===== src/rtl/pipe_sub12_pkg.sv =====
// Shared arithmetic parameters and types for the chunked pipelined adder/subtractor pair.
package pipe_arith_pkg;

  localparam int WIDTH  = 12;
  localparam int CHUNK  = 4;
  localparam int STAGES = WIDTH / CHUNK;

  typedef logic [WIDTH-1:0] word_t;
  typedef logic [CHUNK-1:0] chunk_t;

endpackage


===== src/rtl/pipe_sub12_if.sv =====
// Operand/result bundle for pipe_sub12; master drives operands, slave returns the difference.
interface pipe_sub12_if;
  import pipe_arith_pkg::*;

  logic  en;
  logic  in_valid;
  word_t a;
  word_t b;
  logic  out_valid;
  word_t d;
  logic  borrow_out;

  modport master (
    output en, in_valid, a, b,
    input  out_valid, d, borrow_out
  );

  modport slave (
    input  en, in_valid, a, b,
    output out_valid, d, borrow_out
  );

endinterface


===== src/rtl/pipe_sub12_sub_chunk.sv =====
// Combinational ripple-borrow subtractor over one chunk, built from full-subtractor cells.
module sub_chunk
  import pipe_arith_pkg::*;
(
  input  chunk_t x,
  input  chunk_t y,
  input  logic   bi,
  output chunk_t diff,
  output logic   bo
);

  logic [CHUNK:0] br;

  assign br[0] = bi;

  for (genvar i = 0; i < CHUNK; i++) begin : g_cell
    assign diff[i]  = x[i] ^ y[i] ^ br[i];
    assign br[i+1]  = (~x[i] & y[i]) | (~(x[i] ^ y[i]) & br[i]);
  end

  assign bo = br[CHUNK];

endmodule


===== src/rtl/pipe_sub12.sv =====
// Pipelined unsigned subtractor d = a - b; one chunk resolved per stage, borrow carried in registers.
module pipe_sub12 #(
  parameter int WIDTH = pipe_arith_pkg::WIDTH,
  parameter int CHUNK = pipe_arith_pkg::CHUNK
) (
  input logic         clk,
  input logic         reset,
  pipe_sub12_if.slave bus
);
  import pipe_arith_pkg::*;

  localparam int STAGES = WIDTH / CHUNK;

  if (WIDTH % CHUNK != 0) begin : g_bad_width
    $error("pipe_sub12: WIDTH must be a multiple of CHUNK");
  end

  logic [WIDTH-1:0] opa   [STAGES];
  logic [WIDTH-1:0] opb   [STAGES];
  logic             vld   [STAGES];
  logic [WIDTH-1:0] part  [1:STAGES-1];
  logic             bor   [1:STAGES-1];
  logic [CHUNK-1:0] cdiff [STAGES];
  logic             cbo   [STAGES];
  logic             cbi   [STAGES];

  // Chunk s reads the operands held in stage register s; its borrow-in is the
  // borrow registered alongside them, so each operation only sees its own borrow.
  for (genvar s = 0; s < STAGES; s++) begin : g_stage
    if (s == 0) begin : g_first
      assign cbi[s] = 1'b0;
    end else begin : g_rest
      assign cbi[s] = bor[s];
    end

    sub_chunk u_sub (
      .x    (opa[s][CHUNK*s +: CHUNK]),
      .y    (opb[s][CHUNK*s +: CHUNK]),
      .bi   (cbi[s]),
      .diff (cdiff[s]),
      .bo   (cbo[s])
    );
  end

  always_ff @(posedge clk) begin
    if (reset) begin
      for (int s = 0; s < STAGES; s++) begin
        opa[s] <= '0;
        opb[s] <= '0;
        vld[s] <= 1'b0;
      end
      for (int s = 1; s < STAGES; s++) begin
        part[s] <= '0;
        bor[s]  <= 1'b0;
      end
      bus.out_valid  <= 1'b0;
      bus.d          <= '0;
      bus.borrow_out <= 1'b0;
    end else if (bus.en) begin
      opa[0] <= bus.a;
      opb[0] <= bus.b;
      vld[0] <= bus.in_valid;
      for (int s = 1; s < STAGES; s++) begin
        opa[s] <= opa[s-1];
        opb[s] <= opb[s-1];
        vld[s] <= vld[s-1];
        bor[s] <= cbo[s-1];
      end
      part[1] <= WIDTH'(cdiff[0]);
      for (int s = 2; s < STAGES; s++) begin
        part[s]                       <= part[s-1];
        part[s][CHUNK*(s-1) +: CHUNK] <= cdiff[s-1];
      end
      // The output register doubles as the last compute stage; bubbles never overwrite d.
      if (vld[STAGES-1]) begin
        bus.d          <= {cdiff[STAGES-1], part[STAGES-1][WIDTH-CHUNK-1:0]};
        bus.borrow_out <= cbo[STAGES-1];
        bus.out_valid  <= 1'b1;
      end else begin
        bus.out_valid  <= 1'b0;
      end
    end
  end

endmodule


===== src/flat_wrapper.sv =====
// flat-port wrapper written by rule: the top's interface ports become plain ports
module pipe_sub12_flat import pipe_arith_pkg::*;
#(
  parameter int WIDTH = pipe_arith_pkg::WIDTH,
  parameter int CHUNK = pipe_arith_pkg::CHUNK
)
  (clk, reset, bus_en, bus_in_valid, bus_a, bus_b, bus_out_valid, bus_d, bus_borrow_out);
  pipe_sub12_if bus_i ();
  input logic clk;
  input logic reset;
  input wire logic [$bits(bus_i.en)-1:0] bus_en;
  input wire logic [$bits(bus_i.in_valid)-1:0] bus_in_valid;
  input wire logic [$bits(bus_i.a)-1:0] bus_a;
  input wire logic [$bits(bus_i.b)-1:0] bus_b;
  output wire logic [$bits(bus_i.out_valid)-1:0] bus_out_valid;
  output wire logic [$bits(bus_i.d)-1:0] bus_d;
  output wire logic [$bits(bus_i.borrow_out)-1:0] bus_borrow_out;
  assign bus_i.en = bus_en;
  assign bus_i.in_valid = bus_in_valid;
  assign bus_i.a = bus_a;
  assign bus_i.b = bus_b;
  assign bus_out_valid = bus_i.out_valid;
  assign bus_d = bus_i.d;
  assign bus_borrow_out = bus_i.borrow_out;
  pipe_sub12 #(.WIDTH(WIDTH), .CHUNK(CHUNK)) u_core (.clk(clk), .reset(reset), .bus(bus_i));
endmodule

===== config.mk =====
export PLATFORM = sky130hd
export DESIGN_NAME = pipe_sub12_flat
export DESIGN_NICKNAME = d
export VERILOG_FILES = /design/src/rtl/pipe_sub12_pkg.sv /design/src/rtl/pipe_sub12_if.sv /design/src/rtl/pipe_sub12_sub_chunk.sv /design/src/rtl/pipe_sub12.sv /design/src/flat_wrapper.sv
export SDC_FILE = /design/constraint.sdc
export NUM_CORES = 1
export LEC_CHECK = 0
export ABC_CLOCK_PERIOD_IN_PS = 2100
export BUFFER_PORTS_ARGS = -buffer_cell sky130_fd_sc_hd__buf_2
export CAP_MARGIN = 10
export CORE_UTILIZATION = 46
export CTS_CLUSTER_DIAMETER = 100
export DETAILED_ROUTE_END_ITERATION = 16
export GPL_ROUTABILITY_DRIVEN = 0
export PLACE_DENSITY = 0.75
export SKIP_LAST_GASP = 1
export SLEW_MARGIN = 25
export SYNTH_ARGS = -nofsm -noshare
export SYNTH_HDL_FRONTEND = slang
export SYNTH_SLANG_ARGS = --single-unit

===== constraint.sdc =====
create_clock -name clk -period 2.1 [get_ports clk]
set_input_delay 0.105 -clock clk [delete_from_list [all_inputs] [get_ports clk]]
set_output_delay 0.105 -clock clk [all_outputs]
set_load 0.005 [all_outputs]

**Yosys cells after proc, flatten, opt, wreduce, memory -nomap -nowiden**

Memory sizes are Yosys's and may differ from the RTL's. A register that Yosys moved wholly into a read port is not among the register bits.
Cells that the tools add are included.
Widths: inputs -> output; s select.

- Register bits after elaboration: 14
- Memory bits (writable): 101
- Output and inout bits: 14
- Memories: 5

- Mux-type cells: 20
- Bitwise logic cells: 94
- Reductions and logical operators: 1

Memory list:

| name | words | width | rd ports | clocked after memory_dff | write ports | RTL line | source |
|---|---|---|---|---|---|---|---|
| u_core.opa | 3 | 12 | 3 | 0 | 3 | pipe_sub12.sv:18 | `logic [WIDTH-1:0] opa [STAGES];` |
| u_core.opb | 3 | 12 | 3 | 0 | 3 | pipe_sub12.sv:19 | `logic [WIDTH-1:0] opb [STAGES];` |
| u_core.part | 2 | 12 | 2 | 1 | 2 | pipe_sub12.sv:21 | `logic [WIDTH-1:0] part [1:STAGES-1];` |
| u_core.vld | 3 | 1 | 3 | 0 | 3 | pipe_sub12.sv:20 | `logic vld [STAGES];` |
| u_core.bor | 2 | 1 | 2 | 0 | 2 | pipe_sub12.sv:22 | `logic bor [1:STAGES-1];` |

Operators with widths:

| kind | count |
|---|---|
| $mux 12 | 8 |
| $or 1x1->1 | 25 |
| $and 1x1->1 | 23 |
| $not 1->1 | 23 |
| $xor 1x1->1 | 23 |
| $mux 1 | 11 |
| $mux 4 | 1 |
| $reduce_and 2->1 | 1 |

**Longest topological paths before layout**

An unclocked memory read counts as a cell.

- Depth after elaboration: 12
- Gate-level depth with buffers: 9

**Hierarchy**

A second synthesis with hierarchy kept.

- Cells, all modules: 244
- Area, all modules: 3404.5 um2

Modules (own cells, without submodules):

| module | times used | cells each | area an instance (um2) | seq. area each (um2) |
|---|---|---|---|---|
| pipe_sub12 | 1 | 202 | 3051.7 | 2232.1 |
| sub_chunk | 3 | 14 | 117.6 | 0.0 |

**Worst setup path after synthesis**

Ideal clock, no wire load.

- Kind: flip-flop to flip-flop
- From: mem u_core.opb[1][4] (netlist: u_core.opb[0][16])
- To: mem u_core.part[2][7], data pin
- Arrival time: 1867 ps
- Data required time: 1841 ps
- Setup slack: -26 ps
- Stages on the path, launching flop included: 8
- Path buffers: 0
- Path through: edfxtp_1 inv_1 fa_1 inv_1 fa_1 fa_1 fa_1 nor2_1

RTL lines:

| what | RTL line |
|---|---|
| start: declaration | pipe_sub12.sv:19 |
| end: declaration | pipe_sub12.sv:21 |

==> flow_summary.yaml <==
yosys:
  netlist_top_cells_area: "edfxtp_1 59%, and2_1 11%, dfxtp_1 8.5%"
  synth_fp_nets: 269
  ys_ff_latch: 79
  netlist_instances: 229
  synth.avg_cell_area_um2: 14.4
  yosys-top-cells-count: "65 x edfxtp_1, 59 x and2_1, 17 x inv_1, 14 x dfxtp_1, 13 x a21oi_1"
  synth.top_cell.area_share: 0.593
  synth_area_um2: 3290
  synth.most_common_cell: "edfxtp_1"
  seq_area_frac_synth: 0.678
  synth_warnings: 0
  ys_types: 20
  synth-edff-count: 65
  synthArstFlopShare: 0
  ys.flop_type: "edfxtp_1"
  synth_top_area_cell: "edfxtp_1"
route:
  wl_per_cell_um: 10.7
  drtPass1Iterations: 6
  postRouteWirelength_um: 3980
  vias_per_cell: 4.42
  drc_errors: 0
  ant_nets: 0
  drt_iter0_markers: 88
  num_vias: 1641
sta:
  rsz0062_at_grt: "true"
  fmaxAchievable_mhz: 474
  finClkSkew_ps: 4.83
  hold_ws_ps: 32.3
  setup_ws_ps: -8.35
  fin_crit_sh: 1.00
  setup_viol_count_final: 1
  max_slew_margin: 0.411
  fin_setup_tns_ps: -8.35
  worst_pin_slew_ps: 881
  slew_violations: 0
  hold_viol: 0
  fin_crit_ps: 2110
worst_setup_path:
  crit_chain: "inv_1, fa_1, inv_1, fa_2, fa_2, fa_1, nor2_1"
  slowest_stage: "fa_1"
  path_class: "reg -> reg"
  worstSetupStartpoint: "u_core.opb[0][16]"
  reg2reg_from: "u_core.opb[0][16]"
  reg2reg_slack_ps: -8
  cp_max_fo: 1
  arrival_ps: 2200
  crit_required_ps: 2190
  endpoint_kind: "flip-flop"
  slowest_delay_ps: 490
  cp-start-kind: "flip-flop"
placed_design:
  dpl-instance-area_um2: 3560
  io_buffers: 41
  hpwl_um: 2470
  pre_cts_ws_ps: -67.2
power_and_ir_drop:
  power_density_nw_per_um2: 803
  leakage_nw: 1.52
  vdd_drop_max_mv: 0.387
clock_network:
  cts-htree-levels: 3
  cts_resized: 4
  path_clk_slew_ps: 70
  root_buffer: "clkbuf_8"
  cts_hold_buffers: 0
  worstSkewPairLatency_ps: 340
  tritoncts: "built"
  tritoncts.num_buffers: 9
  cts_setup_buffers: 0
  clock_sinks: 79
  clk_path_buf_depth: 2
grt:
  grt_use_total: 0.124
  grt_max_degree: 59
  grt_antenna_before_repair: 0
  grt_pass1_wl_um: 6850
  grt_pass1_vias: 1523
  grt-ovfl-total: 0
layout:
  drive_gt1_frac: 0.284
  nNetsFinal: 310
  final_area_um2: 3740
  area_growth_pct: 13.6
  num_antenna_cells: 0
  fin_util: 0.545
floorplan:
  ios: 42
  die-area_um2: 7500
  core_um2: 6870
  core.rowCount: 30
  die_w_um: 86.6
  die_y_um: 86.6
  start_util: 0.479
run_status:
  violations: "setup timing"
  status: "finished with violations"
worst_hold_path:
  min_path_type: "in -> reg"
  hold_path_startpoint: "bus_b[5]"
job:
  maxCapViolations: 0
area by class of cell:
type	instances	area [um^2]
Tap cell	96	120
Clock buffer	9	124
Multi-Input combinational cell	119	921
Clock inverter	7	40.0
Inverter	17	63.8
Timing Repair Buffer	44	240
Fill cell	569	3130
Sequential cell	79	2230
cells by family after synthesis:
kind of cell,Yosys count,share of synthesized area
adders and majority gates,12,0.0707
AOI/OAI and AO/OA,26,0.0570
buffers and inverters,31,0.0467
muxes,1,0.00304
DFF,79,0.678
and+or+nand+nor,80,0.144
layer usage:
layer  up-vias  global-route usage  wire length, um
met3         8              0.0295              150
met5         -                   0                0
met4         0              0.0955              120
met1       746               0.150             1870
met2        39               0.194             1840
li1        848                   -                -
flip-flops by register name, summed over array words and instances (netlist names):
register               count
u_core.bor                 2
u_core.bus.borrow_out      1
u_core.bus.d              12
u_core.bus.out_valid       1
u_core.opa                24
u_core.opb                24
u_core.part               12
u_core.vld                 3
placed cells by master (no fill, tap or decap), types with 5 or more instances in the layout:
| cell type | instances |
|---|---|
| a21bo_2 | 10 |
| a21oi_1 | 13 |
| and2_1 | 59 |
| buf_2 | 41 |
| clkbuf_8 | 9 |
| dfxtp_1 | 14 |
| edfxtp_1 | 65 |
| fa_1 | 6 |
| fa_2 | 5 |
| inv_1 | 16 |
| nand3_1 | 10 |
| nor2_1 | 8 |
worst max-delay path, delay by kind of cell, from the launching register on:
kind	cells	cell delay [ps]
flip-flops	1	360
AND/OR/NAND/NOR	1	40
adder cells (fa/ha/maj)	4	1320
buffers and inverters	2	130
stage by stage:
stage | cells | power [W]
6_report | 371 | 0.00300
5_1_grt | 371 | 0.00315
4_1_cts | 371 | 0.00305
3_5_place_dp | 355 | 0.00211
3_3_place_gp | 355 | 0.00210
2_1_floorplan | 229 | 0.00204
report_power, final:
group / internal, W / switching [W] / total, W
clock: 0.000418 / 0.000518 / 0.000935
sequential: 0.00181 / 0.0000373 / 0.00185
combinational: 0.000105 / 0.000116 / 0.000221
total: 0.00233 / 0.000671 / 0.00300
path summary, 6_finish.rpt:
path | cells past startpoint | endpoint
max | 7 | u_core.part[2][7]
max reg2reg | 7 | u_core.part[2][7]
min reg2reg | 2 | u_core.bus.out_valid
min | 2 | u_core.opb[0][5]
Note: power is estimated with default switching activity, not from simulation.
